--- config.mk ---
export PLATFORM = sky130hd
export DESIGN_NAME = booth_iter_mul_flat
export DESIGN_NICKNAME = d
export VERILOG_FILES = /design/src/rtl/booth_iter_mul_if.sv /design/src/rtl/booth_iter_mul.sv /design/src/flat_wrapper.sv
export SDC_FILE = /design/constraint.sdc
export NUM_CORES = 1
export LEC_CHECK = 0
export CORE_MARGIN = 2
export CORE_UTILIZATION = 45
export DETAILED_ROUTE_END_ITERATION = 7
export GPL_TIMING_DRIVEN = 0
export PLACE_DENSITY = 0.68
export SLEW_MARGIN = 20
export SYNTH_ARGS = -nofsm -noshare
export SYNTH_HDL_FRONTEND = slang
export SYNTH_SLANG_ARGS = --single-unit
--- constraint.sdc ---
create_clock -name clk -period 4.5 [get_ports clk]
set_input_delay 0.675 -clock clk [delete_from_list [all_inputs] [get_ports clk]]
set_output_delay 0.675 -clock clk [all_outputs]
set_load 0.01 [all_outputs]
--- src/rtl/booth_iter_mul_if.sv ---
// Operand/product handshake bundle for booth_iter_mul.
// master = operand producer and product consumer, slave = the multiplier.
interface booth_iter_mul_if #(
  parameter int WIDTH = 16
);
  logic                 in_valid;
  logic                 in_ready;
  logic [WIDTH-1:0]     multiplicand;
  logic [WIDTH-1:0]     multiplier;
  logic                 out_valid;
  logic                 out_ready;
  logic [2*WIDTH-1:0]   product;
  logic                 busy;

  modport master (
    output in_valid, multiplicand, multiplier, out_ready,
    input  in_ready, out_valid, product, busy
  );

  modport slave (
    input  in_valid, multiplicand, multiplier, out_ready,
    output in_ready, out_valid, product, busy
  );
endinterface

--- src/rtl/booth_iter_mul.sv ---
// Iterative radix-4 Booth signed multiplier, one Booth digit per clock.
// Define BOOTH_SKIP_ZERO_EN to finish early once the remaining multiplier digits are all zero.
module booth_iter_mul #(
  parameter int WIDTH = 16
) (
  input  logic              clk,
  input  logic              rst_n,
  booth_iter_mul_if.slave   bus
);
  localparam int HALF = WIDTH / 2;
  localparam int IW   = $clog2(HALF);
  localparam logic [IW-1:0] LAST_IDX = IW'(HALF - 1);

  typedef enum logic [1:0] {IDLE, BUSY, DONE} state_t;

  state_t               state;
  state_t               state_next;
  logic [WIDTH-1:0]     a_reg;
  logic [WIDTH-1:0]     b_reg;
  logic [IW-1:0]        idx;
  logic [2*WIDTH-1:0]   acc;
  logic [2*WIDTH-1:0]   acc_next;
  logic [2*WIDTH-1:0]   prod_reg;
  logic [2*WIDTH-1:0]   a_ext;
  logic [2*WIDTH-1:0]   pp;
  logic [WIDTH:0]       b_ext;
  logic [2:0]           window;
  logic                 finish;

  // Window index 2i in b_ext already accounts for the implicit B[-1] = 0.
  always_comb begin
    a_ext  = {{WIDTH{a_reg[WIDTH-1]}}, a_reg};
    b_ext  = {b_reg, 1'b0};
    window = b_ext[{idx, 1'b0} +: 3];
    pp     = '0;
    case (window)
      3'b001, 3'b010: pp = a_ext;
      3'b011:         pp = a_ext << 1;
      3'b100:         pp = -(a_ext << 1);
      3'b101, 3'b110: pp = -a_ext;
      default:        pp = '0;
    endcase
    acc_next = acc + (pp << {idx, 1'b0});
  end

`ifdef BOOTH_SKIP_ZERO_EN
  logic signed [WIDTH-1:0] b_hi;
  logic [IW+1:0]           hi_shift;

  // Remaining digits are all zero when B[WIDTH-1:2i+1] is a pure sign run.
  always_comb begin
    hi_shift = {1'b0, idx, 1'b1};
    b_hi     = $signed(b_reg) >>> hi_shift;
    finish   = (idx == LAST_IDX) || (b_hi == '0) || (b_hi == '1);
  end
`else
  always_comb begin
    finish = (idx == LAST_IDX);
  end
`endif

  always_ff @(posedge clk or negedge rst_n) begin
    if (!rst_n) state <= IDLE;
    else        state <= state_next;
  end

  always_comb begin
    state_next = state;
    case (state)
      IDLE:    if (bus.in_valid)  state_next = BUSY;
      BUSY:    if (finish)        state_next = DONE;
      DONE:    if (bus.out_ready) state_next = IDLE;
      default:                    state_next = IDLE;
    endcase
  end

  always_comb begin
    bus.in_ready  = (state == IDLE);
    bus.out_valid = (state == DONE);
    bus.busy      = (state == BUSY);
  end

  assign bus.product = prod_reg;

  // prod_reg only changes when an operation completes, so it holds outside DONE.
  always_ff @(posedge clk or negedge rst_n) begin
    if (!rst_n) begin
      a_reg    <= '0;
      b_reg    <= '0;
      idx      <= '0;
      acc      <= '0;
      prod_reg <= '0;
    end else begin
      case (state)
        IDLE: begin
          if (bus.in_valid) begin
            a_reg <= bus.multiplicand;
            b_reg <= bus.multiplier;
            acc   <= '0;
            idx   <= '0;
          end
        end
        BUSY: begin
          acc <= acc_next;
          idx <= idx + 1'b1;
          if (finish) prod_reg <= acc_next;
        end
        default: ;
      endcase
    end
  end
endmodule

--- src/flat_wrapper.sv ---
// flat-port wrapper written by rule: the top's interface ports become plain ports
module booth_iter_mul_flat 
#(
  parameter int WIDTH = 16
)
  (clk, rst_n, bus_in_valid, bus_multiplicand, bus_multiplier, bus_out_ready, bus_in_ready, bus_out_valid, bus_product, bus_busy);
  booth_iter_mul_if #(.WIDTH(WIDTH)) bus_i ();
  input  logic clk;
  input  logic rst_n;
  input wire logic [$bits(bus_i.in_valid)-1:0] bus_in_valid;
  input wire logic [$bits(bus_i.multiplicand)-1:0] bus_multiplicand;
  input wire logic [$bits(bus_i.multiplier)-1:0] bus_multiplier;
  input wire logic [$bits(bus_i.out_ready)-1:0] bus_out_ready;
  output wire logic [$bits(bus_i.in_ready)-1:0] bus_in_ready;
  output wire logic [$bits(bus_i.out_valid)-1:0] bus_out_valid;
  output wire logic [$bits(bus_i.product)-1:0] bus_product;
  output wire logic [$bits(bus_i.busy)-1:0] bus_busy;
  assign bus_i.in_valid = bus_in_valid;
  assign bus_i.multiplicand = bus_multiplicand;
  assign bus_i.multiplier = bus_multiplier;
  assign bus_i.out_ready = bus_out_ready;
  assign bus_in_ready = bus_i.in_ready;
  assign bus_out_valid = bus_i.out_valid;
  assign bus_product = bus_i.product;
  assign bus_busy = bus_i.busy;
  booth_iter_mul #(.WIDTH(WIDTH)) u_core (.clk(clk), .rst_n(rst_n), .bus(bus_i));
endmodule
==> flow_summary.json, run 1 <==
{
  "outcome": "complete, but fails checks",
  "violations": "setup timing",
  "rsz0062_at_grt": "yes",
  "cp-end-kind": "flip-flop",
  "via_per_inst": 5.97,
  "antenna_cells": 0,
  "cpPeakStageDelay_ps": 400,
  "overflow": 0,
  "grt.total_usage_pct": 26.8,
  "synth_nets": 965,
  "start_kind": "flip-flop",
  "via_count": 7562,
  "criticalPathCategory": "reg -> reg",
  "slew_headroom_pct": 50.7,
  "fill_cells": 1317,
  "antenna_found_initial": 0,
  "die_area_um2": 17400,
  "drive_gt1_share_pct": 26.5,
  "initial_core_util_pct": 46.1,
  "crit_fanout": 9,
  "grt_pass1_vias": 6994,
  "cts_tree": "done",
  "drt_iter0_markers": 779,
  "drtPass1Iterations": 5,
  "period_share_pct": 113,
  "timing.rr.end": "u_core.bus.product[26]",
  "worstPathCellList": "buf_6, mux2_4, a221o_1, buf_6, a21oi_4, nor2_4, buf_6, a221o_1, o21ai_2, mux2i_1, nor2_1, a21oi_2, ha_4, and3_4, and3_4, o211a_1, a21o_1, nand3_4, a21oi_4, o31a_1, buf_4, a21oi_4, mux2_2",
  "drv_slew": 0,
  "synth-async-reset-ratio_pct": 100,
  "grt_pass1_wl_um": 37200,
  "clock_latency_ps": 370,
  "wire_per_inst_um": 19.2,
  "dieHeight_um": 132,
  "grt_max_degree": 69,
  "io_pins": 71,
  "tightest_slew_ps": 739,
  "utilization_pct": 64.6,
  "final_nets": 1117,
  "syn2layout_area_growth_pct": 40.3,
  "synth_area_um2": 7340,
  "ys.flop_type": "dfrtp_1",
  "cts_root_buf": "clkbuf_16",
  "portBuffers": 70,
  "synth_seq_cells": 101,
  "syn_inst": 893,
  "dp_hpwl_um": 16300,
  "finalHoldViolations": 0,
  "drt.antenna.violating_nets": 0,
  "die_w_um": 132,
  "cp.arrival_ps": 5340,
  "rrSetupSlack_ps": -580,
  "rows": 46,
  "wl_um": 24300,
  "ys_types": 72,
  "core_um2": 15900,
  "gp_congestion": 0.985,
  "worstHoldPathType": "in -> async",
  "syn_area_per_cell_um2": 8.22,
  "cts_sinks": 101,
  "fin_skew_ps": 12.9,
  "htreeDepth": 3,
  "tns_ps": -14350,
  "max_freq_mhz": 197,
  "drv_cap": 0,
  "cp.required_ps": 4750,
  "cts_buffers": 9,
  "r2r_start": "u_core.idx[2]",
  "drc": 0,
  "path_clk_slew_ps": 70,
  "layout_commonest_cell": "nand2_1",
  "seq_area_frac_synth_pct": 34.4,
  "worst_r2r_path_depth": 23,
  "clock_tree.buffer_depth": 2,
  "synth_edf_count": 0,
  "worst_slack_ps": -584,
  "layout_common_cells": "nand2_1 (169), dfrtp_1 (98), buf_4 (69), clkdlybuf4s50_1 (69), o21ai_0 (55)",
  "crit_slowest_cell": "a221o_1",
  "yosys_warnings": 0,
  "setup_viol": 40,
  "finalCriticalPeriod_ps": 5080
}
==> routing by layer <==
metal	vias up	track usage, %	routed length, µm
met2	324	41.1	11000
met4	0	9.84	648
li1	3533	-	-
met1	3652	38.7	11100
met5	-	0	0
met3	53	3.96	1530
==> area by class of cell <==
class | count | area [µm²] | area share, %
Tap cell | 216 | 270 | 2.62
Buffer | 55 | 308 | 2.99
Timing Repair Buffer | 146 | 1320 | 12.8
Clock buffer | 11 | 233 | 2.26
Multi-Input combinational cell | 711 | 5530 | 53.6
Inverter | 21 | 78.8 | 0.765
Sequential cell | 101 | 2530 | 24.6
Clock inverter | 5 | 36.3 | 0.352
==> cells in the mapped netlist, drive strengths merged (14+ instances only) <==
cell / instances / area, µm²
dfrtp: 101 / 2530
xor2: 14 / 123
inv: 21 / 78.8
a21oi: 50 / 265
xnor2: 21 / 184
mux2i: 26 / 273
nor3: 23 / 131
nand3: 35 / 175
nor2: 54 / 210
buf: 19 / 120
nand2: 175 / 657
mux2: 14 / 165
o21ai: 101 / 505
clkbuf: 41 / 154
ha: 35 / 438
==> critical path: cells and delay by family (launching register included) <==
kind                       cells  cell delay, ps
AOI/OAI and AO/OA             10            2070
adders and majority gates      1             340
buffers and inverters          4             620
DFF                            1             390
muxes                          3             740
and+or+nand+nor                5             800
==> through the flow <==
stage          setup WS [ps]  cells  hold slack, ps  area, µm²
2_1_floorplan          -68.0    893             379       7470
3_3_place_gp           -1190   1179             454       8440
3_5_place_dp            -917   1180             462       8470
4_1_cts                 -507   1238             203       9550
5_1_grt                 -753   1266             222      10300
6_report                -584   1266             194      10300
==> how the worst max path moves through the flow <==
stage	start	endpoint	slack, ps
final	u_core.idx[2]	u_core.bus.product[26]	-580
after global routing	u_core.idx[2]	u_core.bus.product[31]	-750
after CTS	u_core.idx[1]	u_core.bus.product[29]	-510
after detailed placement	u_core.a_reg[0]	u_core.bus.product[26]	-920
after global placement	rst_n	u_core.acc[19]	-1190
after floorplan	u_core.idx[1]	u_core.acc[28]	-70
==> logic make-up (layout without fill, tap and decap cells) <==
family / Yosys count / in the layout / synth area share, %
xor+xnor: 35 / 35 / 4.17
compound gates: 249 / 249 / 21.3
mux: 45 / 45 / 7.50
buf+inv: 81 / 238 / 4.80
simple gates: 346 / 346 / 21.5
flops: 101 / 101 / 34.4
fa+ha+maj: 36 / 36 / 6.24
==> what timing repair did <==
action                                  in CTS  in global routing
gates resized for setup                    110                120
gates cloned                                 1                  0
setup buffers                               44                 32
endpoints found under the setup margin      46                 52
hold buffers                                 0                  0
hold endpoints to repair                     0                  0
pin swaps                                   39                 63
Power of run 1 is left out: the tool's default activity adds up to more than one toggle a clock period on the data nets, which glitch-free logic cannot reach.
==> run 2, diff against run 1 <==
Settings changed: DONT_BUFFER_PORTS set to 1, PLACE_DENSITY 0.68 to not set.
==> flow_summary.json, run 2 (synthesized netlist as in run 1, its figures left out) <==
{
  "start_kind": "flip-flop",
  "cp.arrival_ps": 5470,
  "grt_pass1_wl_um": 37000,
  "cpPeakStageDelay_ps": 580,
  "path_clk_slew_ps": 80,
  "cts_sinks": 101,
  "cts_buffers": 9,
  "layout_commonest_cell": "nand2_1",
  "worstHoldPathType": "in -> async",
  "portBuffers": 0,
  "grt.total_usage_pct": 26.6,
  "worst_r2r_path_depth": 20,
  "wl_um": 23700,
  "overflow": 0,
  "multi_input_area_um2": 5260,
  "finalHoldViolations": 0,
  "clock_tree.buffer_depth": 2,
  "grt_pass1_vias": 6870,
  "grt_max_degree": 83,
  "rsz0062_at_grt": "yes",
  "drt.antenna.violating_nets": 0,
  "r2r_start": "u_core.a_reg[9]",
  "violations": "setup timing",
  "clock_latency_ps": 360,
  "syn2layout_area_growth_pct": 27.4,
  "die_w_um": 132,
  "dieHeight_um": 132,
  "slew_headroom_pct": 44.1,
  "dpl_cell_area_um2": 7740,
  "max_freq_mhz": 193,
  "holdWs_ps": 17.5,
  "crit_slowest_cell": "or4_4",
  "io_pins": 71,
  "rrSetupSlack_ps": -670,
  "initial_core_util_pct": 46.1,
  "finalCriticalPeriod_ps": 5170,
  "drtPass1Iterations": 5,
  "via_per_inst": 6.00,
  "drive_gt1_share_pct": 27.3,
  "wire_per_inst_um": 19.7,
  "core_um2": 15900,
  "cts_root_buf": "clkbuf_16",
  "final_area_um2": 9360,
  "drc": 0,
  "outcome": "complete, but fails checks",
  "cp.required_ps": 4800,
  "gp_congestion": 0.941,
  "antenna_cells": 0,
  "regArea_um2": 2530,
  "cts_tree": "done",
  "worst_slack_ps": -670,
  "antenna_found_initial": 0,
  "period_share_pct": 115,
  "criticalPathCategory": "reg -> reg",
  "drv_cap": 0,
  "worstPathCellList": "or4_4, buf_4, nor4_4, buf_4, xnor2_1, nand3_1, a31oi_4, mux2i_1, mux2_4, o22ai_4, ha_4, a21o_1, a21o_1, a221o_1, a21o_1, nand3_2, a21oi_4, o31a_1, or4_1, nand3_1",
  "fin_skew_ps": 13.1,
  "worst_path_most_repeated_cell": "a21o_1",
  "cp-end-kind": "flip-flop",
  "utilization_pct": 58.7,
  "timing.rr.end": "u_core.bus.product[28]",
  "die_area_um2": 17400,
  "tns_ps": -17250,
  "drv_slew": 0,
  "drt_iter0_markers": 670,
  "final_nets": 1054,
  "fill_cells": 1461,
  "htreeDepth": 3,
  "layout_common_cells": "nand2_1 (170), dfrtp_1 (99), buf_4 (77), o21ai_0 (59), nor2_1 (46)",
  "crit_fanout": 6,
  "via_count": 7223,
  "tightest_slew_ps": 839,
  "dp_hpwl_um": 15900,
  "rows": 46,
  "setup_viol": 44
}
run 2: cell type report:
cell class	instances	share of cell area, %
clock buffers	10	2.45
flip-flops and latches	101	27.0
clock inverters	6	0.749
well taps	216	2.89
inverters	21	0.842
repair buffers	80	6.56
plain buffers	57	3.30
multi-input cells	712	56.2
run 2: worst max path at each step:
| stage | startpoint | end | slack, ps | depth (start not counted) |
|---|---|---|---|---|
| global placement | u_core.a_reg[7] | u_core.bus.product[29] | -1000 | 21 |
| global route | u_core.idx[2] | u_core.acc[29] | -810 | 21 |
| CTS | u_core.idx[1] | u_core.bus.product[29] | -530 | 21 |
| finish | u_core.a_reg[9] | u_core.bus.product[28] | -670 | 20 |
| detailed placement | u_core.a_reg[0] | u_core.bus.product[26] | -940 | 22 |
| floorplan | u_core.idx[1] | u_core.acc[28] | -70 | 19 |
run 2: worst max-delay path, delay by kind of cell, from the launching register on:
| kind | cells | cell delay, ps |
|---|---|---|
| XOR/XNOR | 1 | 110 |
| flip-flops | 1 | 500 |
| multiplexers | 2 | 470 |
| AO/OA/AOI/OAI | 8 | 1670 |
| AND/OR/NAND/NOR | 6 | 1770 |
| buffers and inverters | 2 | 360 |
| adder cells (fa/ha/maj) | 1 | 240 |
run 2: what timing repair did:
| action | CTS | global route |
|---|---|---|
| endpoints found under the setup margin | 46 | 48 |
| gates cloned | 1 | 1 |
| pin swaps | 39 | 41 |
| hold buffers | 2 | 0 |
| resized for setup | 109 | 71 |
| hold endpoints to repair | 17 | 0 |
| buffers inserted | 43 | 35 |
run 2: per-layer routing:
layer  wire [µm]  GRT usage, %  up-vias
li1            -             -     3390
met1       11000          39.1     3465
met2       10200          38.9      299
met3        1650          5.42       69
met4         875          9.72        0
met5           0             0        -
run 2: through the flow:
stage | instances | setup slack [ps]
2_1_floorplan | 893 | -68.0
3_3_place_gp | 1109 | -1000
3_5_place_dp | 1109 | -938
4_1_cts | 1170 | -533
5_1_grt | 1203 | -810
6_report | 1203 | -670
Power of run 2 is left out for the same reason.
==> run 3, diff against run 2 <==
Settings changed: CORE_MARGIN 2 to 4, CTS_BUF_LIST set to sky130_fd_sc_hd__clkbuf_2.
==> flow_summary.json, run 3 (synthesized netlist as in run 1, its figures left out) <==
{
  "fin_skew_ps": 53.5,
  "rows": 46,
  "dr_wl_met2_um": 11000,
  "dr.max_layer_used": "met4",
  "multi_input_area_um2": 5490,
  "regArea_um2": 2530,
  "cp.arrival_ps": 5790,
  "antenna_found_initial": 0,
  "start_kind": "flip-flop",
  "drt_iter0_markers": 581,
  "grt.total_usage_pct": 25.3,
  "worst_slack_ps": -645,
  "finalCriticalPeriod_ps": 5140,
  "die_area_um2": 18400,
  "tns_ps": -17640,
  "clock_latency_ps": 670,
  "wl_um": 23800,
  "via_count": 7167,
  "grt_pass1_wl_um": 36400,
  "clock_tree.buffer_depth": 2,
  "tightest_slew_ps": 777,
  "rrSetupSlack_ps": -640,
  "cp.required_ps": 5150,
  "m1WireLength_um": 10800,
  "cts_sinks": 101,
  "cts_tree": "done",
  "slew_headroom_pct": 48.2,
  "setup_viol": 44,
  "syn2layout_area_growth_pct": 31.2,
  "drtPass1Iterations": 7,
  "wire_per_inst_um": 19.7,
  "dp_hpwl_um": 16200,
  "hold_end": "u_core.state[1]",
  "final_nets": 1064,
  "cp-end-kind": "flip-flop",
  "timing.rr.end": "u_core.acc[28]",
  "overflow": 0,
  "core_um2": 15900,
  "initial_core_util_pct": 46.1,
  "cts_buffers": 9,
  "worstHoldStart": "bus_out_ready",
  "grt_max_degree": 102,
  "layout_commonest_cell": "nand2_1",
  "grt_pass1_vias": 6741,
  "worst_r2r_path_depth": 21,
  "io_pins": 71,
  "criticalPathCategory": "reg -> reg",
  "crit_fanout": 6,
  "outcome": "complete, but fails checks",
  "met3WireLength_um": 1600,
  "dieHeight_um": 136,
  "violations": "setup timing",
  "drc": 0,
  "period_share_pct": 114,
  "htreeDepth": 3,
  "layout_common_cells": "nand2_1 (169), dfrtp_1 (98), buf_4 (70), o21ai_0 (55), nor2_1 (45)",
  "drt.antenna.violating_nets": 0,
  "hold_depth": 1,
  "r2r_start": "u_core.idx[1]",
  "cts_root_buf": "clkbuf_2",
  "finalHoldViolations": 0,
  "drv_cap": 0,
  "portBuffers": 0,
  "via_per_inst": 5.91,
  "drv_slew": 0,
  "path_clk_slew_ps": 340,
  "max_freq_mhz": 194,
  "worstHoldPathType": "in -> reg",
  "antenna_cells": 0,
  "gp_congestion": 0.949,
  "die_w_um": 136,
  "rsz0062_at_grt": "yes",
  "fill_cells": 1382,
  "drive_gt1_share_pct": 29.3
}
run 3: cell types whose count changed in the layout (fill, tap and decap cells not counted), moves of 7 or more:
cell	change
dlygate4sd3_1	+10
buf_4	-7
clkbuf_2	+9
clkbuf_16	-9
run 3: metrics by stage:
stage          cell area (µm²)  util [%]  setup slack (ps)  std cells  hold slack, ps
6_report                  9640      60.5              -645       1213            43.5
5_1_grt                   9640      60.5              -804       1213           0.639
4_1_cts                   8850      55.5              -565       1174            1.87
3_5_place_dp              7740      48.5              -967       1109             384
3_3_place_gp              7740      48.5              -985       1109             383
2_1_floorplan             7470         -             -68.0        893             379
run 3: final cells by class:
| cell class | instances | area share (%) |
|---|---|---|
| clock inverter | 7 | 1.04 |
| sequential | 101 | 26.3 |
| clock buffer | 9 | 0.467 |
| multi-input combinational | 711 | 57.0 |
| tap | 216 | 2.80 |
| inverter | 21 | 0.818 |
| buffer | 57 | 3.48 |
| timing repair buffer | 91 | 8.18 |
run 3: metal layers:
layer,GRT usage [%],up-vias
li1,-,3416
met1,36.4,3433
met2,39.0,268
met3,4.61,50
met4,7.00,0
met5,1.11,-
run 3: worst max-delay path by stage:
| stage | from | endpoint | slack, ps |
|---|---|---|---|
| after CTS | u_core.idx[1] | u_core.acc[29] | -560 |
| after global routing | u_core.idx[1] | u_core.acc[31] | -800 |
| after global placement | u_core.a_reg[7] | u_core.bus.product[29] | -980 |
| final | u_core.idx[1] | u_core.acc[28] | -640 |
| after floorplan | u_core.idx[1] | u_core.acc[28] | -70 |
| after detailed placement | u_core.a_reg[0] | u_core.bus.product[26] | -970 |
run 3: critical path, cell delays in order (launching register included):
cell     delay, ps
dfrtp_1        450
buf_6          140
mux4_2         540
mux2_4         370
a21oi_4        200
buf_6          160
buf_12         100
nand2_1         80
a31oi_4        240
mux2i_2        120
mux2_4         310
o22ai_2        190
ha_1           310
a21o_1         180
a21o_1         140
a221o_1        320
a21o_1         240
nand3_4        110
a21oi_4         70
o31a_1         330
or4_1          440
nand3_1         80
run 3: timing repair:
action	in CTS	in global routing
pin swaps	42	62
gates resized for setup	123	107
hold buffers	7	6
setup endpoints to repair	46	50
hold endpoints to repair	106	6
setup buffers	44	34
Power of run 3 is left out for the same reason.
